===== src/rtl/rng_sched_pkg.sv =====
// Shared types and constants for the RNG burst scheduler: FSM encoding,
// default field widths and a constant-safe ceil(log2) helper.
package rng_sched_pkg;

    typedef enum logic [1:0] {
        StWarm  = 2'd0,
        StIdle  = 2'd1,
        StBurst = 2'd2
    } state_e;

    localparam int unsigned DefLenW   = 8;
    localparam int unsigned DefWarmup = 4;

    // Never returns less than 1 so a single-entry index still has a bit.
    function automatic int unsigned clog2(input int unsigned value);
        int unsigned width;
        width = 1;
        while ((32'd1 << width) < value) begin
            width++;
        end
        return width;
    endfunction

endpackage


===== src/rtl/rng_burst_scheduler_rr_pick.sv =====
// Combinational round-robin selector: searches upward from the entry after
// the last winner and returns the first requester found, one-hot and indexed.
module rr_pick #(
    parameter int unsigned NREQ = 4,
    parameter int unsigned PtrW = rng_sched_pkg::clog2(NREQ)
) (
    input  logic [NREQ-1:0] req_i,
    input  logic [PtrW-1:0] last_i,
    output logic [NREQ-1:0] onehot_o,
    output logic [PtrW-1:0] idx_o
);

    logic            found;
    logic [PtrW-1:0] pos;

    always_comb begin
        onehot_o = '0;
        idx_o    = '0;
        found    = 1'b0;
        pos      = '0;
        for (int unsigned k = 1; k <= NREQ; k++) begin
            pos = PtrW'((32'(last_i) + k) % NREQ);
            if (!found && req_i[pos]) begin
                found         = 1'b1;
                onehot_o[pos] = 1'b1;
                idx_o         = pos;
            end
        end
    end

endmodule


===== src/rtl/rng_burst_scheduler.sv =====
// Arbitrates one shared LFSR word stream among NREQ burst requesters, with a
// warm-up hold-off after reset while the generator reseeds.
module rng_burst_scheduler
    import rng_sched_pkg::*;
#(
    parameter int unsigned NREQ   = 4,
    parameter int unsigned W      = 16,
    parameter int unsigned LEN_W  = DefLenW,
    parameter int unsigned WARMUP = DefWarmup
) (
    input  logic                  clk,
    input  logic                  rst,
    input  logic [W-1:0]          rnd_in,
    input  logic [NREQ-1:0]       req,
    input  logic [NREQ*LEN_W-1:0] req_len,
    output logic [NREQ-1:0]       grant,
    output logic [W-1:0]          rnd_out,
    output logic                  rnd_valid,
    output logic [NREQ-1:0]       done,
    output logic                  busy
);

    localparam int unsigned PtrW  = clog2(NREQ);
    localparam int unsigned WarmW = clog2(WARMUP + 1);

    state_e           state_q;
    logic [WarmW-1:0] warm_q;
    logic [LEN_W-1:0] len_q;
    logic [PtrW-1:0]  ptr_q;

    logic [NREQ-1:0]  win_onehot;
    logic [PtrW-1:0]  win_idx;
    logic [LEN_W-1:0] win_len;
    logic [LEN_W-1:0] lens [NREQ];

    for (genvar i = 0; i < NREQ; i++) begin : g_len
        assign lens[i] = req_len[i*LEN_W +: LEN_W];
    end

    rr_pick #(
        .NREQ (NREQ),
        .PtrW (PtrW)
    ) u_rr_pick (
        .req_i    (req),
        .last_i   (ptr_q),
        .onehot_o (win_onehot),
        .idx_o    (win_idx)
    );

    assign win_len = lens[win_idx];
    assign busy    = (state_q != StIdle);

    // len_q counts the words still owed after the one currently presented.
    always_ff @(posedge clk) begin
        if (rst) begin
            state_q   <= StWarm;
            warm_q    <= WarmW'(WARMUP);
            len_q     <= '0;
            ptr_q     <= PtrW'(NREQ - 1);
            grant     <= '0;
            rnd_out   <= '0;
            rnd_valid <= 1'b0;
            done      <= '0;
        end else begin
            unique case (state_q)
                StWarm: begin
                    warm_q <= warm_q - WarmW'(1);
                    if (warm_q <= WarmW'(1)) begin
                        state_q <= StIdle;
                    end
                end
                StIdle: begin
                    if (|req) begin
                        state_q   <= StBurst;
                        grant     <= win_onehot;
                        ptr_q     <= win_idx;
                        rnd_out   <= rnd_in;
                        rnd_valid <= (win_len != '0);
                        done      <= (win_len <= LEN_W'(1)) ? win_onehot : '0;
                        len_q     <= (win_len == '0) ? '0 : win_len - LEN_W'(1);
                    end
                end
                StBurst: begin
                    if (len_q == '0) begin
                        state_q   <= StIdle;
                        grant     <= '0;
                        rnd_valid <= 1'b0;
                        done      <= '0;
                    end else begin
                        rnd_out   <= rnd_in;
                        rnd_valid <= 1'b1;
                        len_q     <= len_q - LEN_W'(1);
                        done      <= (len_q == LEN_W'(1)) ? grant : '0;
                    end
                end
                default: state_q <= StWarm;
            endcase
        end
    end

endmodule


===== config.mk =====
export PLATFORM = sky130hd
export DESIGN_NAME = rng_burst_scheduler
export DESIGN_NICKNAME = d
export VERILOG_FILES = /design/src/rtl/rng_sched_pkg.sv /design/src/rtl/rng_burst_scheduler_rr_pick.sv /design/src/rtl/rng_burst_scheduler.sv
export SDC_FILE = /design/constraint.sdc
export NUM_CORES = 1
export LEC_CHECK = 0
export ABC_AREA = 1
export CORE_ASPECT_RATIO = 1.1
export CORE_UTILIZATION = 48
export CTS_CLUSTER_SIZE = 30
export DETAILED_ROUTE_END_ITERATION = 8
export PLACE_DENSITY = 0.81
export RECOVER_POWER = 50
export SLEW_MARGIN = 10
export SYNTH_ARGS = -nofsm -noshare
export SYNTH_HDL_FRONTEND = slang
export SYNTH_HIERARCHICAL = 1
export SYNTH_SLANG_ARGS = --single-unit

===== constraint.sdc =====
create_clock -name clk -period 3.2 [get_ports clk]
set_input_delay 0.48 -clock clk [delete_from_list [all_inputs] [get_ports clk]]
set_output_delay 0.48 -clock clk [all_outputs]
set_load 0.005 [all_outputs]

# [Word-level counts from Yosys, hierarchy flattened]
# Cells that the tools add are included.
[totals] register_bits=40 output_inout_bits=26 elab_cells=111
[classes] n_addsub=7 magnitude_cmp=11 eq_ne=8 muxes=52 bitwise_logic=4 reduce_logical=21
[ops] operator="$mux W4" n=10
[ops] operator="$mux W8" n=5
[ops] operator="$mux W16" n=2
[ops] operator="$pmux W16 S2" n=1
[ops] operator="$bmux W8 S2" n=1
[ops] operator="$logic_not A8 Y1" n=2
[ops] operator="$pmux W4 S2" n=2
[ops] operator="$pmux W8 S2" n=1
[ops] operator="$sub A8 B1 Y8 const B" n=2
[ops] operator="$mux W2" n=7
[ops] operator="$mux W1" n=13
[ops] operator="$lt A2 B3 Y1 const B" n=4
[ops] operator="$or A4 B4 Y4" n=3
[ops] operator="$reduce_and A3 Y1" n=3
[ops] operator="$bmux W1 S2" n=4
[ops] operator="$demux W1 S2" n=4
[ops] operator="$eq A8 B1 Y1 const B" n=1
[ops] operator="$ge A2 B1 Y1 const B" n=4
[ops] operator="$le A8 B1 Y1 const B" n=1
[ops] operator="$ne A2 B2 Y1 const B" n=4
[ops] operator="$reduce_bool A8 Y1" n=1
[ops] operator="$logic_and A1 B1 Y1" n=7
[ops] operator="$pmux W2 S3" n=1
[ops] operator="$add A2 B1 Y2 const B" n=2
[ops] operator="14 further kinds" n=18

# [Logic depth before layout (Yosys ltp)]
[logic_depth] word_depth=21 mapped_depth=23

# [Cells and area by module]
# The synthesis kept the hierarchy.
[by_module_without_submodules] module="rng_burst_scheduler" instances=1 cells_each=339 area_each_um2=2296.0 seq_area_each_um2=800.8
[by_module_without_submodules] module="rr_pick" instances=1 cells_each=75 area_each_um2=474.2 seq_area_each_um2=0.0

# [Least setup slack after synthesis]
# No wires, ideal clock.
[synth_timing] kind="flip-flop to flip-flop" start="reg ptr_q[0]" end="reg len_q[4]" t_arrival_ns=2.845 required_time_ns=3.134 setup_slack_ns=0.289 path_stages_with_launch=21 path_buffers=2 synth_period_minus_slack_ns=2.911 path_cell_list="dfxtp_1 -> inv_2 -> ha_1 -> inv_1 -> nand2_4 -> nand2_4 -> clkinv_4 -> nand2_1 -> nor2_1 -> a21oi_2 -> buf_6 -> buf_6 -> nand2_1 -> nand3_1 -> nand2_1 -> ha_1 -> inv_1 -> nor2_4 -> a21oi_4 -> nand2_1 -> a21oi_2"
[synth_between] elab_chain_len=21
[synth_lines] item="start: declaration" line_no="rng_burst_scheduler.sv:29" source="logic [PtrW-1:0] ptr_q;"
[synth_lines] item="start signal: assignment" line_no="rng_burst_scheduler.sv:59" source="ptr_q <= PtrW'(NREQ - 1);"
[synth_lines] item="start signal: assignment" line_no="rng_burst_scheduler.sv:76" source="ptr_q <= win_idx;"
[synth_lines] item="$add A2 B1 Y2" line_no="rng_burst_scheduler_rr_pick.sv:22" source="pos = PtrW'((32'(last_i) + k) % NREQ);"
[synth_lines] item="$bmux W1 S2" line_no="rng_burst_scheduler_rr_pick.sv:23" source="if (!found && req_i[pos]) begin"
[synth_lines] item="$mux W1 (implied by the code)" line_no="rng_burst_scheduler_rr_pick.sv:23"
[synth_lines] item="$mux W1" line_no="rng_burst_scheduler_rr_pick.sv:23"
[synth_lines] item="$logic_not A1 Y1" line_no="rng_burst_scheduler_rr_pick.sv:23"
[synth_lines] item="$logic_and A1 B1 Y1" line_no="rng_burst_scheduler_rr_pick.sv:23"
[synth_lines] item="$mux W1" line_no="rng_burst_scheduler_rr_pick.sv:23"
[synth_lines] item="$logic_not A1 Y1" line_no="rng_burst_scheduler_rr_pick.sv:23"
[synth_lines] item="(+5 left out)"
[synth_lines] item="via win_idx[0]" line_no="rng_burst_scheduler.sv:32" source="logic [PtrW-1:0] win_idx;"
[synth_lines] item="$not A2 Y3 (implied by the code) (*)" line_no="rng_burst_scheduler.sv:50" source="assign win_len = lens[win_idx];"
[synth_lines] item="$bmux W8 S2 (*)" line_no="rng_burst_scheduler.sv:50"
[synth_lines] item="$mux W8 (implied by the code) (*) (2 in a row)" line_no="rng_burst_scheduler.sv:50"
[synth_lines] item="$sub A8 B1 Y8 / $logic_not A8 Y1 (equally long branches)" line_no="rng_burst_scheduler.sv:80" source="len_q <= (win_len == '0) ? '0 : win_len - LEN_W'(1);"
[synth_lines] item="$mux W8 (*)" line_no="rng_burst_scheduler.sv:80"
[synth_lines] item="$mux W8 (*)" line_no="rng_burst_scheduler.sv:73" source="if (|req) begin"
[synth_lines] item="$pmux W8 S2 (*)" line_no="rng_burst_scheduler.sv:65" source="unique case (state_q)"
[synth_lines] item="end signal: assignment" line_no="rng_burst_scheduler.sv:80"
[synth_lines] item="end signal: assignment" line_no="rng_burst_scheduler.sv:92" source="len_q <= len_q - LEN_W'(1);"
[synth_lines] item="end: declaration" line_no="rng_burst_scheduler.sv:28" source="logic [LEN_W-1:0] len_q;"
# Mark *: on every way through the listed nets, which the timed path passes. The rest lies on a longest branch. The select of a mux whose other input is x is not followed.
# A chain may end at the register's enable or synchronous reset.

# [Final worst setup path]
[layout_timing] start="reg ptr_q[0]" end="reg len_q[5]"
# The elaborated chain is that of the path after synthesis.

==> flow_summary.ini <==
[run_status]
status = complete, no violations

[critical_path]
cp_slowest_stage_delay_ns = 0.35
path_max_fanout = 17
critPathCaptureType = flop
slowest_stage = dfxtp_1
crit_required_ns = 3.42
path_common_cell = nand2_1
crit_type = reg2reg
critPathLaunchType = flop
crit_chain = inv_2 > ha_1 > inv_1 > nand2_4 > nand2_4 > clkinv_4 > nand2_1 > nor2_1 > a21oi_2 > buf_4 > inv_8 > nand2_1 > nand3_1 > nand2_1 > ha_1 > inv_1 > nor2_4 > a21oi_4 > nand2_1 > a21oi_1
arrival_ns = 3.13

[pwr]
peakVddDrop_mv = 0.731
power.switching_mw = 2.25
combPwrFrac = 0.691
power.density_mw_per_mm2 = 1220
p_total_mw = 4.55
p_clk_frac = 0.123
p_leak_nw = 1.70
sw_frac_of_total = 0.495
p_int_mw = 2.30
p_seq_frac = 0.186

[sta]
fin_worst_skew_ns = 0.00478
finalCritPeriodShare = 0.910
rsz0062_at_grt = no
maxSlewHeadroom = 0.415
layout_min_cycle_time_ns = 2.91
fmax_ghz = 0.343
worst_slew_pin_slew_ns = 0.876
hold_viol = 0
slew_violations = 0
fin_tns_setup_ns = 0
finalSetupViolCount = 0
whs_ns = 0.481
fin_ws_ns = 0.287

[global_route]
grt_first_pass_wirelength_um = 10800
grt_pass1_vias = 2641
grt-ovfl-total = 0
track_usage = 0.225
grt_antenna_before_repair = 0
grt_max_degree = 32

[die]
num_rows = 28
ios = 80
dieArea_mm2 = 0.00608
die_w_um = 74.4
initial_core_util = 0.507
core-area_mm2 = 0.00547
die_h_um = 81.7

[final_layout]
drive_gt1_frac = 0.113
layout.cells.non_filler = 569
utilization = 0.685
regArea_um2 = 801
num-nets-final = 560
fillCellCount = 476
area_delta_synth_final_pct = 35.0
n_antenna_cell = 0
final_area_mm2 = 0.00374
multi_input_area_mm2 = 0.00170

[synthesis]
netlist-cell-type-count = 36
yosys_register_bits = 40
synthTopCellsByArea = dfxtp_1 (29%), nand2_1 (14%), nor2_1 (7.5%)
avgSynthCellArea_um2 = 6.69
yosysSeqAreaShare = 0.289
netlist.area_leader.share = 0.289
yosysTopAreaCell = dfxtp_1
syn_area_mm2 = 0.00277
ys_warn_count = 6
synth_nets = 481
syn_inst = 414

[place]
gp_congestion = 0.930
io_buffer_count = 79
placed_area_mm2 = 0.00360
hpwl_um = 5150
place_inst = 561
dp_slack_ns = 0.0802

[cts]
cts_resized = 0
ctsHoldBuffers = 0
cts_tree = done
clock_path_buffers = 2
cts_made_buffers = 5
cts_setup_buffers = 0
h-tree-depth = 2
clk_latency_ns = 0.29
path_clk_slew_ns = 0.08
cts_root_buf = clkbuf_8
cts_sinks = 40

[route]
drt_first_pass_iters = 5
drtAntennaViolNets = 0
via_count = 2874
viasPerCell = 5.05
drc = 0
wl_per_cell_um = 11.6
routed_wl_um = 6610
drt_first_iter_violations = 146

[job]
drv_cap = 0

[worst_hold_path]
hp-class = reg2reg
==> cell usage in the layout (no fill, tap or decap), types with 6 or more instances in the layout <==
cell / count
buf_4: 6
nand3_1: 36
inv_2: 6
dfxtp_1: 40
nor2_1: 56
nand2_2: 11
clkdlybuf4s50_1: 52
inv_1: 27
nand2_1: 101
dlygate4sd3_1: 27
ha_1: 13
a21oi_1: 28
o21ai_0: 31
nor2_4: 7
==> final timing paths <==
| kind | startpoint | to | slack, ns | cells past startpoint |
|---|---|---|---|---|
| worst max register to register | ptr_q[0]$_SDFFE_PP1P_ | len_q[5]$_SDFFE_PP0P_ | 0.29 | 20 |
| worst max-delay path | ptr_q[0]$_SDFFE_PP1P_ | len_q[5]$_SDFFE_PP0P_ | 0.29 | 20 |
| worst min register to register | rnd_out[14]$_SDFFE_PP0P_ | rnd_out[14]$_SDFFE_PP0P_ | 0.48 | 2 |
| worst min-delay path | rnd_out[14]$_SDFFE_PP0P_ | rnd_out[14]$_SDFFE_PP0P_ | 0.48 | 2 |
==> state kept, by name, indices dropped and copies added (netlist names) <==
register,cells
done,4
grant,4
len_q,8
ptr_q,2
rnd_out,16
rnd_valid,1
state_q,2
warm_q,3
==> final cells by class <==
cell class	instances	share of cell area
Clock inverter	3	0.0241
Tap cell	75	0.0251
Clock buffer	5	0.0184
Multi-Input combinational cell	324	0.454
Timing Repair Buffer	85	0.223
Sequential cell	40	0.214
Inverter	37	0.0415
==> power by group through the flow <==
stage | clock [mW] | combinational [mW] | sequential, mW
floorplan | 0 | 2.47 | 0.873
global placement | 0 | 3.13 | 0.848
detailed placement | 0 | 3.22 | 0.859
CTS | 0.568 | 3.24 | 0.851
global route | 0.591 | 3.56 | 0.868
finish | 0.561 | 3.14 | 0.844
==> critical path, delay by kind of cell, from the launching register on <==
family | cells | cell delay [ns]
simple gates | 9 | 0.75
buf+inv | 6 | 0.69
fa+ha+maj | 2 | 0.58
compound gates | 3 | 0.43
flops | 1 | 0.35
==> cells in the mapped netlist (all sizes together) <==
library cell	instances
a31oi	5
o21a	1
buf	8
dfxtp	40
a21oi	32
nand4	5
xnor2	2
xor2	3
nor2	65
inv	35
o21ai	35
o21bai	1
clkbuf	5
ha	13
a21boi	4
clkinv	2
o211ai	2
nand2	115
or2	1
nand3	40
==> cell families (layout without fill, tap and decap cells) <==
group           after synthesis  count (layout)  share of synthesized area
simple gates                226             226                      0.383
flops                        40              40                      0.289
fa+ha+maj                    13              13                     0.0587
xor+xnor                      5               5                     0.0158
compound gates               80              80                      0.162
buf+inv                      50             130                     0.0908
==> routing by layer <==
layer	up-vias	wire length (um)	GRT usage
li1	1496	-	-
met1	1255	2870	0.252
met2	104	3160	0.409
met3	19	413	0.0442
met4	0	170	0.0981
met5	-	0	0
Power figures use the tool's default switching activity.
==> patch: new RTL, config.mk and constraints unchanged <==
`W`: 16 -> 14.
--- a/src/rtl/rng_burst_scheduler.sv
+++ b/src/rtl/rng_burst_scheduler.sv
@@ -4,7 +4,7 @@
     import rng_sched_pkg::*;
 #(
     parameter int unsigned NREQ   = 4,
-    parameter int unsigned W      = 16,
+    parameter int unsigned W      = 14,
     parameter int unsigned LEN_W  = DefLenW,
     parameter int unsigned WARMUP = DefWarmup
 ) (
Ports: changed (resized rnd_in and rnd_out); port bits go from 80 to 76. The function was not compared with the original's and may differ.
==> patch against the unedited design <==
Power down 8.9%. Wire length up 5.2%. Area after synthesis down 3.2%. Worst setup slack worse by 0.041 ns. Die area down 3.1%. Critical endpoint is now len_q[1]$_SDFFE_PP0P_. Via count down 0.42%. Highest routed layer unchanged. Clock power down 11%. Sequential cell count down 2. Design area down 2.7%.
==> patch: results (changes against the unedited design) <==
WP buf/inv: 4 (-2)
Nets: 546 (-2.5%)
Drt pass-1 iters: 4 (-1)
Routability cong.: 0.975 (+4.8%)
First-pass GRT wire length: 11600 µm (+7.2%)
CP top delay family: simple AND/OR/NAND/NOR gates
Hold Crit Class: reg -> reg
Worst slew pin tran: 0.736 ns (-0.140 ns)
Largest regs: rnd_out x14, len_q x8
Worst skew pair latency: 0.30 ns
Post_cts resized: 0 (unchanged)
Post-synthesis compound-gate area fraction: 16.8% (+0.58 points)
Routed WL: 6960 µm (+5.2%)
Syn_area_per_cell: 6.64 µm² (-0.81%)
Met3 Wirelength: 209 µm (-49%)
First DRT Iteration DRCs: 183 (+25%)
Reg2reg setup slack: 0.25 ns (-0.04 ns)
Crit path arrival time: 3.15 ns (+0.02 ns)
Placed cell area: 3500 µm² (-2.8%)
Tot GR Track Use: 25.1% (+2.6 points)
Most frequent cells after synthesis: 93 x nand2_1, 59 x nor2_1, 39 x nand3_1
Met1 wire length: 2990 µm (+4.1%)
Via count: 2862 (-0.42%)
Reg clk slew, reported paths: 0.08 ns (about the same)
CTS buffer count: 5 (unchanged)
PortBufs: 75 (-5.1%)
DP Wirelength: 5200 µm (+0.97%)
Vias per std cell: 5.14 (+1.7%)
Vias in the first global route: 2638 (-0.11%)
Cell variety after synth: 36 (unchanged)
Seq/Total Area, Yosys: 28.4% (-0.54 points)
Synth top area cells: dfxtp_1 28%, nand2_1 13%, nor2_1 8.3%
Syn Nets: 469 (-2.5%)
Largest net degree at the start of global routing: 30 (-6.3%)
Root buffer selected by CTS: clkbuf_8
Xor-xnor portion of the synthesized cell area: 1.63% (+0.052 points)
Met2 WL: 3650 µm (+15%)
Tcrit/Tclk final: 92.3% (+1.3 points)
Hold WS: 0.497 ns (+0.0161 ns)
Layout cells sized above 1: 12.0% (+0.70 points)
Post-CTS Setup Inserts: 0 (unchanged)
Layout fillers: 481 (+1.1%)
Status: completed
LEAKAGE: 1.68 nW (-1.2%)
Peak supply drop: 641 µV (-12%)
R2R cell count: 20 (unchanged)
# diodes: 0 (unchanged)
Multi-input logic area: 1690 µm² (-0.37%)
Post-Synth Adder-Cell Area: 6.07% (+0.19 points)
Slowest stage cell, crit path: ha_1
Pre-CTS WS: 0.00705 ns (-0.0732 ns)
Clk_skew: 0.00986 ns (+0.00508 ns)
Max incr delay on CP: 0.38 ns (+0.03 ns)
Initial antenna violation count: 0 (unchanged)
## patch: where the power goes
| group | total [mW] | internal (mW) | switching (mW) | leakage (nW) |
|---|---|---|---|---|
| clock | 0.499 | 0.312 | 0.186 | 0.0683 |
| combinational | 2.84 | 1.10 | 1.75 | 1.30 |
| sequential | 0.801 | 0.684 | 0.117 | 0.311 |
## patch: worst paths after layout
check,startpoint,endpoint
min reg2reg,rnd_valid$_SDFFE_PP0P_,rnd_valid$_SDFFE_PP0P_
min,rnd_valid$_SDFFE_PP0P_,rnd_valid$_SDFFE_PP0P_
max,ptr_q[0]$_SDFFE_PP1P_,len_q[1]$_SDFFE_PP0P_
max reg2reg,ptr_q[0]$_SDFFE_PP1P_,len_q[1]$_SDFFE_PP0P_
## patch: metal layers
metal  vias to the layer above  global-route usage, %
li1                       1473                      -
met1                      1310                   29.8
met2                        66                   45.3
met3                        13                   4.27
met4                         0                   8.04
met5                         -                      0
## patch: area by class of cell
| cell class | instances | area share, % |
|---|---|---|
| timing repair buffer | 82 | 22.4 |
| tap | 75 | 2.58 |
| clock buffer | 5 | 1.89 |
| multi-input combinational | 320 | 46.4 |
| inverter | 34 | 3.92 |
| clock inverter | 3 | 1.89 |
| sequential | 38 | 20.9 |
## patch: logic make-up (layout without fill, tap and decap cells)
| logic type | after synthesis | count (layout) |
|---|---|---|
| fa+ha+maj | 13 | 13 |
| flops | 38 | 38 |
| compound gates | 78 | 78 |
| simple gates | 224 | 224 |
| buf+inv | 46 | 124 |
| xor+xnor | 5 | 5 |
